$ cat src/rtl/tt_um_ternary_mac.sv
// Ternary-weight matrix-vector MAC: streams activations, accumulates
// per-output sums, then streams saturated 8-bit results.
module tt_um_ternary_mac #(
  parameter int MAX_IN_LEN  = 16,
  parameter int MAX_OUT_LEN = 8,
  parameter int ACC_WIDTH   = 12
) (
  input  logic                                 clk,
  input  logic                                 rst,
  input  logic [2*MAX_IN_LEN*MAX_OUT_LEN-1:0]  ui_weights,
  input  logic [6:0]                           ui_param,
  input  logic                                 ui_start,
  input  logic [7:0]                           ui_act,
  input  logic                                 ui_act_valid,
  output logic                                 uo_act_ready,
  output logic [7:0]                           uo_out,
  output logic                                 uo_out_valid,
  input  logic                                 ui_out_ready,
  output logic                                 uo_busy,
  output logic                                 uo_done
);

  typedef enum logic [1:0] {
    S_IDLE,
    S_ACC,
    S_OUT,
    S_DONE
  } state_e;

  localparam logic signed [ACC_WIDTH-1:0] SAT_HI = ACC_WIDTH'(127);
  localparam logic signed [ACC_WIDTH-1:0] SAT_LO = ACC_WIDTH'(-128);

  state_e state_q, state_d;

  logic [3:0] in_len_q, in_len_d;
  logic [3:0] i_q, i_d;
  logic [2:0] out_len_q, out_len_d;
  logic [2:0] j_q, j_d;

  logic signed [ACC_WIDTH-1:0] acc_q [MAX_OUT_LEN];
  logic signed [ACC_WIDTH-1:0] acc_d [MAX_OUT_LEN];
  logic signed [ACC_WIDTH-1:0] act_ext;
  logic signed [ACC_WIDTH-1:0] acc_sel;

  always_comb begin
    state_d   = state_q;
    in_len_d  = in_len_q;
    out_len_d = out_len_q;
    i_d       = i_q;
    j_d       = j_q;
    for (int k = 0; k < MAX_OUT_LEN; k++) begin
      acc_d[k] = acc_q[k];
    end
    act_ext = {{(ACC_WIDTH-8){ui_act[7]}}, ui_act};

    unique case (state_q)
      S_IDLE: begin
        if (ui_start) begin
          in_len_d  = ui_param[6:3];
          out_len_d = ui_param[2:0];
          i_d       = '0;
          j_d       = '0;
          for (int k = 0; k < MAX_OUT_LEN; k++) begin
            acc_d[k] = '0;
          end
          state_d = S_ACC;
        end
      end
      S_ACC: begin
        if (ui_act_valid) begin
          // Unused output columns stay at zero
          for (int k = 0; k < MAX_OUT_LEN; k++) begin
            if (k <= int'(out_len_q)) begin
              case (ui_weights[2*(int'(i_q)*MAX_OUT_LEN+k) +: 2])
                2'b01:   acc_d[k] = acc_q[k] + act_ext;
                2'b11:   acc_d[k] = acc_q[k] - act_ext;
                default: acc_d[k] = acc_q[k];
              endcase
            end
          end
          i_d = i_q + 4'd1;
          if (i_q == in_len_q) begin
            state_d = S_OUT;
          end
        end
      end
      S_OUT: begin
        if (ui_out_ready) begin
          j_d = j_q + 3'd1;
          if (j_q == out_len_q) begin
            state_d = S_DONE;
          end
        end
      end
      S_DONE: begin
        state_d = S_IDLE;
      end
      default: begin
        state_d = S_IDLE;
      end
    endcase
  end

  always_comb begin
    acc_sel      = acc_q[j_q];
    uo_out       = 8'h00;
    uo_act_ready = (state_q == S_ACC);
    uo_out_valid = (state_q == S_OUT);
    uo_busy      = (state_q != S_IDLE);
    uo_done      = (state_q == S_DONE);
    if (state_q == S_OUT) begin
      if (acc_sel > SAT_HI) begin
        uo_out = 8'h7f;
      end else if (acc_sel < SAT_LO) begin
        uo_out = 8'h80;
      end else begin
        uo_out = acc_sel[7:0];
      end
    end
  end

  always_ff @(posedge clk) begin
    if (rst) begin
      state_q   <= S_IDLE;
      in_len_q  <= '0;
      out_len_q <= '0;
      i_q       <= '0;
      j_q       <= '0;
      for (int k = 0; k < MAX_OUT_LEN; k++) begin
        acc_q[k] <= '0;
      end
    end else begin
      state_q   <= state_d;
      in_len_q  <= in_len_d;
      out_len_q <= out_len_d;
      i_q       <= i_d;
      j_q       <= j_d;
      for (int k = 0; k < MAX_OUT_LEN; k++) begin
        acc_q[k] <= acc_d[k];
      end
    end
  end

endmodule

$ cat config.mk
export PLATFORM = sky130hd
export DESIGN_NAME = tt_um_ternary_mac
export DESIGN_NICKNAME = d
export VERILOG_FILES = /design/src/rtl/tt_um_ternary_mac.sv
export SDC_FILE = /design/constraint.sdc
export NUM_CORES = 1
export LEC_CHECK = 0
export ABC_AREA = 1
export CAP_MARGIN = 10
export CORE_ASPECT_RATIO = 0.75
export CORE_MARGIN = 2
export CORE_UTILIZATION = 50
export DETAILED_ROUTE_END_ITERATION = 10
export GPL_ROUTABILITY_DRIVEN = 0
export MAX_ROUTING_LAYER = met4
export PLACE_DENSITY = 0.79
export SLEW_MARGIN = 15
export SYNTH_ARGS = -nofsm -noshare
export SYNTH_HDL_FRONTEND = slang
export SYNTH_SLANG_ARGS = --single-unit
$ cat constraint.sdc
create_clock -name clk -period 6 [get_ports clk]
set_input_delay 1.2 -clock clk [delete_from_list [all_inputs] [get_ports clk]]
set_output_delay 1.2 -clock clk [all_outputs]
set_load 0.02 [all_outputs]
==> flow_summary.html <==
<table>
<tr><th>Metric</th><th>Value</th></tr>
<tr><th colspan="2">Synth</th></tr>
<tr><td>Number of different library cells in the post-synthesis netlist</td><td>55</td></tr>
<tr><td>Synthesis warning total</td><td>0</td></tr>
<tr><td>Mapped cell area</td><td>approximately 0.014 mm²</td></tr>
<tr><td>Per-instance average area after synthesis</td><td>approximately 5.7 µm²</td></tr>
<tr><td>Number of register bits inferred by synthesis</td><td>between 100 and 150</td></tr>
<tr><td>Flip-flop cell with the highest count after synthesis</td><td>dfxtp_1</td></tr>
<tr><td>Syn Inst Count</td><td>roughly 2400</td></tr>
<tr><td>Sequential element share of the synthesized area</td><td>0.169</td></tr>
<tr><td>Number of enable flip-flop cells after synthesis</td><td>0</td></tr>
<tr><td>Nets in the synthesized netlist</td><td>~2800</td></tr>
<tr><td>Fraction of registers with async set or reset after synthesis</td><td>0</td></tr>
<tr><th colspan="2">Global routing</th></tr>
<tr><td>Pin count of the biggest net entering global routing</td><td>about 100</td></tr>
<tr><td>Overall routing resource usage</td><td>0.373</td></tr>
<tr><td>Global route overflow</td><td>0</td></tr>
<tr><td>Via count of the first global-routing pass</td><td>15700</td></tr>
<tr><td>Global-route wire length before repair</td><td>82700 µm</td></tr>
<tr><td>Initial antenna violation count</td><td>0</td></tr>
<tr><th colspan="2">Run status</th></tr>
<tr><td>Result of the run</td><td>complete, no violations</td></tr>
<tr><th colspan="2">Route</th></tr>
<tr><td>Post-detailed-route DRC marker count</td><td>0</td></tr>
<tr><td>DR vias/cell</td><td>5.74</td></tr>
<tr><td>Total routed wirelength</td><td>between 50000 and 60000 µm</td></tr>
<tr><td>Wire length per cell after detailed routing</td><td>about 18 µm</td></tr>
<tr><td>Drt first pass iters</td><td>7</td></tr>
<tr><td>DRC violation total after the first TritonRoute iteration</td><td>around 2400</td></tr>
<tr><td>Number of vias after detailed routing</td><td>around 17000</td></tr>
<tr><td>Antenna-violating nets left</td><td>0</td></tr>
<tr><th colspan="2">Floorplan</th></tr>
<tr><td>Die outline height</td><td>147 µm</td></tr>
<tr><td>Initial cell density of the core</td><td>0.507</td></tr>
<tr><td>Area enclosed by the die boundary</td><td>between 0.02 and 0.03 mm²</td></tr>
<tr><td>Total I/O pin count</td><td>approximately 290</td></tr>
<tr><td>Core area</td><td>between 0.02 and 0.03 mm²</td></tr>
<tr><td>Number of core rows</td><td>52</td></tr>
<tr><td>Die Width</td><td>approximately 200 µm</td></tr>
<tr><th colspan="2">Worst hold path</th></tr>
<tr><td>Origin of the worst min-delay path</td><td>acc_q[0][0]</td></tr>
<tr><td>Path type of the worst min-delay path</td><td>reg2reg</td></tr>
<tr><th colspan="2">STA</th></tr>
<tr><td>Share of the clock period used by the worst path after layout</td><td>0.800</td></tr>
<tr><td>Final Setup Violations</td><td>0</td></tr>
<tr><td>Setup skew after layout</td><td>~0.011 ns</td></tr>
<tr><td>Total negative slack</td><td>0 ns</td></tr>
<tr><td>Post-route worst hold slack</td><td>~0.47 ns</td></tr>
<tr><td>Final number of max-transition violations</td><td>0</td></tr>
<tr><td>Number of failing hold endpoints at the final stage</td><td>0</td></tr>
<tr><td>Unrepaired setup endpoints after global routing</td><td>no</td></tr>
<tr><td>Worst-Margin Slew</td><td>roughly 1.1 ns</td></tr>
<tr><td>Highest Clock Rate</td><td>about 210 MHz</td></tr>
<tr><td>Final min period</td><td>a little under 5 ns</td></tr>
<tr><td>Remaining max-slew budget at the tightest pin</td><td>0.260</td></tr>
<tr><th colspan="2">Clock network</th></tr>
<tr><td>Total number of H-tree levels</td><td>4</td></tr>
<tr><td>Hold-fix buffers, CTS</td><td>0</td></tr>
<tr><td>Clock Tree Buf Depth</td><td>2</td></tr>
<tr><td>Postcts setup bufs</td><td>0</td></tr>
<tr><td>Clock sink count</td><td>~120</td></tr>
<tr><td>Cts repair resizes</td><td>0</td></tr>
<tr><td>Clock input transition at the sequential cells of the worst setup and hold paths</td><td>0.06 ns</td></tr>
<tr><td>TritonCTS clock tree</td><td>built</td></tr>
<tr><td>Number of CTS-inserted buffers</td><td>17</td></tr>
<tr><td>Skew-Pair Late Insertion Delay</td><td>between 0.4 and 0.5 ns</td></tr>
<tr><td>Clock root buffer</td><td>clkbuf_16</td></tr>
<tr><th colspan="2">Run</th></tr>
<tr><td>Max-cap violations</td><td>0</td></tr>
<tr><th colspan="2">Placed design</th></tr>
<tr><td>Count of port buffers added during placement</td><td>about 290</td></tr>
<tr><td>Placed insts</td><td>about 3000</td></tr>
<tr><td>Post-detail-place hpwl</td><td>39600 µm</td></tr>
<tr><th colspan="2">Worst setup path</th></tr>
<tr><td>Cells traversed along the worst timing path</td><td>inv_2 &gt; nor2_1 &gt; o22ai_1 &gt; nand2_1 &gt; nand2_1 &gt; nand2_1 &gt; o31ai_2 &gt; nand2_1 &gt; nor2_1 &gt; clkdlybuf4s50_1</td></tr>
<tr><td>Worst path required time</td><td>4.80 ns</td></tr>
<tr><td>Slowest-stage cell, CP</td><td>clkdlybuf4s50_1</td></tr>
<tr><td>Most used cell along the critical path</td><td>nand2_1</td></tr>
<tr><td>Worst reg2reg setup slack</td><td>approximately 1.3 ns</td></tr>
<tr><td>Category of the critical setup timing path</td><td>reg2out</td></tr>
<tr><td>Arrival time at the worst endpoint</td><td>about 3.6 ns</td></tr>
<tr><td>Critical path's largest stage delay</td><td>~0.63 ns</td></tr>
<tr><td>Worst Path Buf+Inv</td><td>2</td></tr>
<tr><td>Crit-path leading delay family</td><td>buffers and inverters</td></tr>
<tr><td>Crit. End Element</td><td>output pin</td></tr>
<tr><td>CP startpoint kind</td><td>flip-flop</td></tr>
<tr><td>Worst-path fanout max</td><td>39</td></tr>
<tr><td>Launching point of the worst reg2reg path</td><td>i_q[0]</td></tr>
<tr><th colspan="2">Power and ir drop</th></tr>
<tr><td>Max IR drop VDD</td><td>between 300 and 400 µV</td></tr>
<tr><td>Static power due to leakage</td><td>8.19 nW</td></tr>
<tr><td>Power per cell area</td><td>~330 mW/mm²</td></tr>
<tr><th colspan="2">Final layout</th></tr>
<tr><td>Antenna diodes</td><td>0</td></tr>
<tr><td>Most common library cell in the layout ignoring fill and taps</td><td>nand2_1</td></tr>
<tr><td>Final non-filler cell total</td><td>around 3000</td></tr>
<tr><td>Most used cells in the layout excluding fill and tap cells</td><td>nand2_1 (744), inv_1 (314), nand3_1 (289)</td></tr>
<tr><td>NumNets Final</td><td>2975</td></tr>
<tr><td>Share of post-route cells with drive strength above 1</td><td>0.0529</td></tr>
<tr><td>Signed area change from the synthesized netlist to the final layout</td><td>24.9%</td></tr>
<tr><td>Filler cell count</td><td>2563</td></tr>
</table>
==> report_power, final <==
group	total (mW)	switching [mW]	internal [mW]
clock	1.07	0.424	0.645
combinational	3.60	2.39	1.21
sequential	1.04	0.153	0.885
==> per-stage QoR <==
step | setup slack [ns] | util | cell area (µm²) | power [mW]
after floorplan | 2.48 | - | 13700 | 3.60
after global routing | 1.08 | 0.633 | 17000 | 6.13
after global placement | 1.04 | 0.611 | 16400 | 4.42
final | 1.20 | 0.633 | 17000 | 5.70
after CTS | 1.34 | 0.633 | 17000 | 5.59
after detailed placement | 1.00 | 0.611 | 16400 | 4.50
==> registers in the layout, summed over array words and instances, names as in the netlist, named ones only <==
register / flops
in_len_q: 4
acc_q: 96
i_q: 4
state_q: 2
out_len_q: 3
j_q: 3
==> tightest hold or removal path, cell delays in order, from the launching register on <==
cell and delay [ns]:
dfxtp_1 0.31, nand2_1 0.06, a21oi_1 0.05
==> logic make-up (layout without fill, tap and decap cells) <==
| kind of cell | after synthesis | in the layout | share of synthesized area |
|---|---|---|---|
| adders and majority gates | 103 | 103 | 0.0988 |
| buffers and inverters | 436 | 664 | 0.138 |
| and+or+nand+nor | 1249 | 1249 | 0.395 |
| DFF | 115 | 115 | 0.169 |
| xor gates and xnor gates | 19 | 19 | 0.0122 |
| AOI/OAI and AO/OA | 459 | 459 | 0.187 |
==> worst paths after layout <==
path                            depth (start not counted)           to
worst max-delay path                                   10    uo_out[6]
worst min-delay path                                    2  acc_q[0][0]
worst min register to register                          2  acc_q[0][0]
worst max register to register                         20  acc_q[2][9]
==> synth_stat cells, types with 6 or more instances <==
cell | number | area (µm²)
a221oi_1 | 9 | 78.8
nand3_2 | 8 | 80.1
nand2_1 | 744 | 2790
xnor2_1 | 6 | 52.6
clkbuf_1 | 31 | 116
xor2_1 | 13 | 114
o21ai_1 | 11 | 55.1
buf_6 | 21 | 236
a21o_1 | 18 | 135
nor3_1 | 40 | 200
a21oi_1 | 216 | 1080
nand3_1 | 289 | 1450
o22ai_1 | 11 | 68.8
nand2_2 | 24 | 150
o21bai_1 | 7 | 52.6
nor2_1 | 93 | 349
o31ai_1 | 8 | 60.1
ha_1 | 95 | 1190
or2_2 | 29 | 181
fa_1 | 8 | 160
o21ai_0 | 139 | 696
dfxtp_1 | 115 | 2300
inv_2 | 11 | 41.3
buf_4 | 8 | 60.1
nand4_1 | 10 | 62.6
inv_1 | 314 | 1180
buf_2 | 39 | 195
buf_1 | 7 | 26.3
o211ai_1 | 7 | 52.6
==> per-layer routing <==
metal,vias to the layer above,part of all wire,GRT usage
li1,8199,-,-
met1,7659,0.42,0.497
met2,988,0.42,0.552
met3,149,0.13,0.0893
met4,0,0.036,0.129
met5,-,0,-
==> layout make-up <==
cell class | instances | area (µm²) | share of cell area
multi-input combinational | 1830 | 9470 | 0.555
sequential | 115 | 2310 | 0.135
timing repair buffer | 303 | 3000 | 0.176
clock buffer | 21 | 470 | 0.0276
clock inverter | 11 | 126 | 0.00741
inverter | 329 | 1240 | 0.0726
tap | 351 | 439 | 0.0258
No activity file was read; power rests on OpenSTA's default activity.
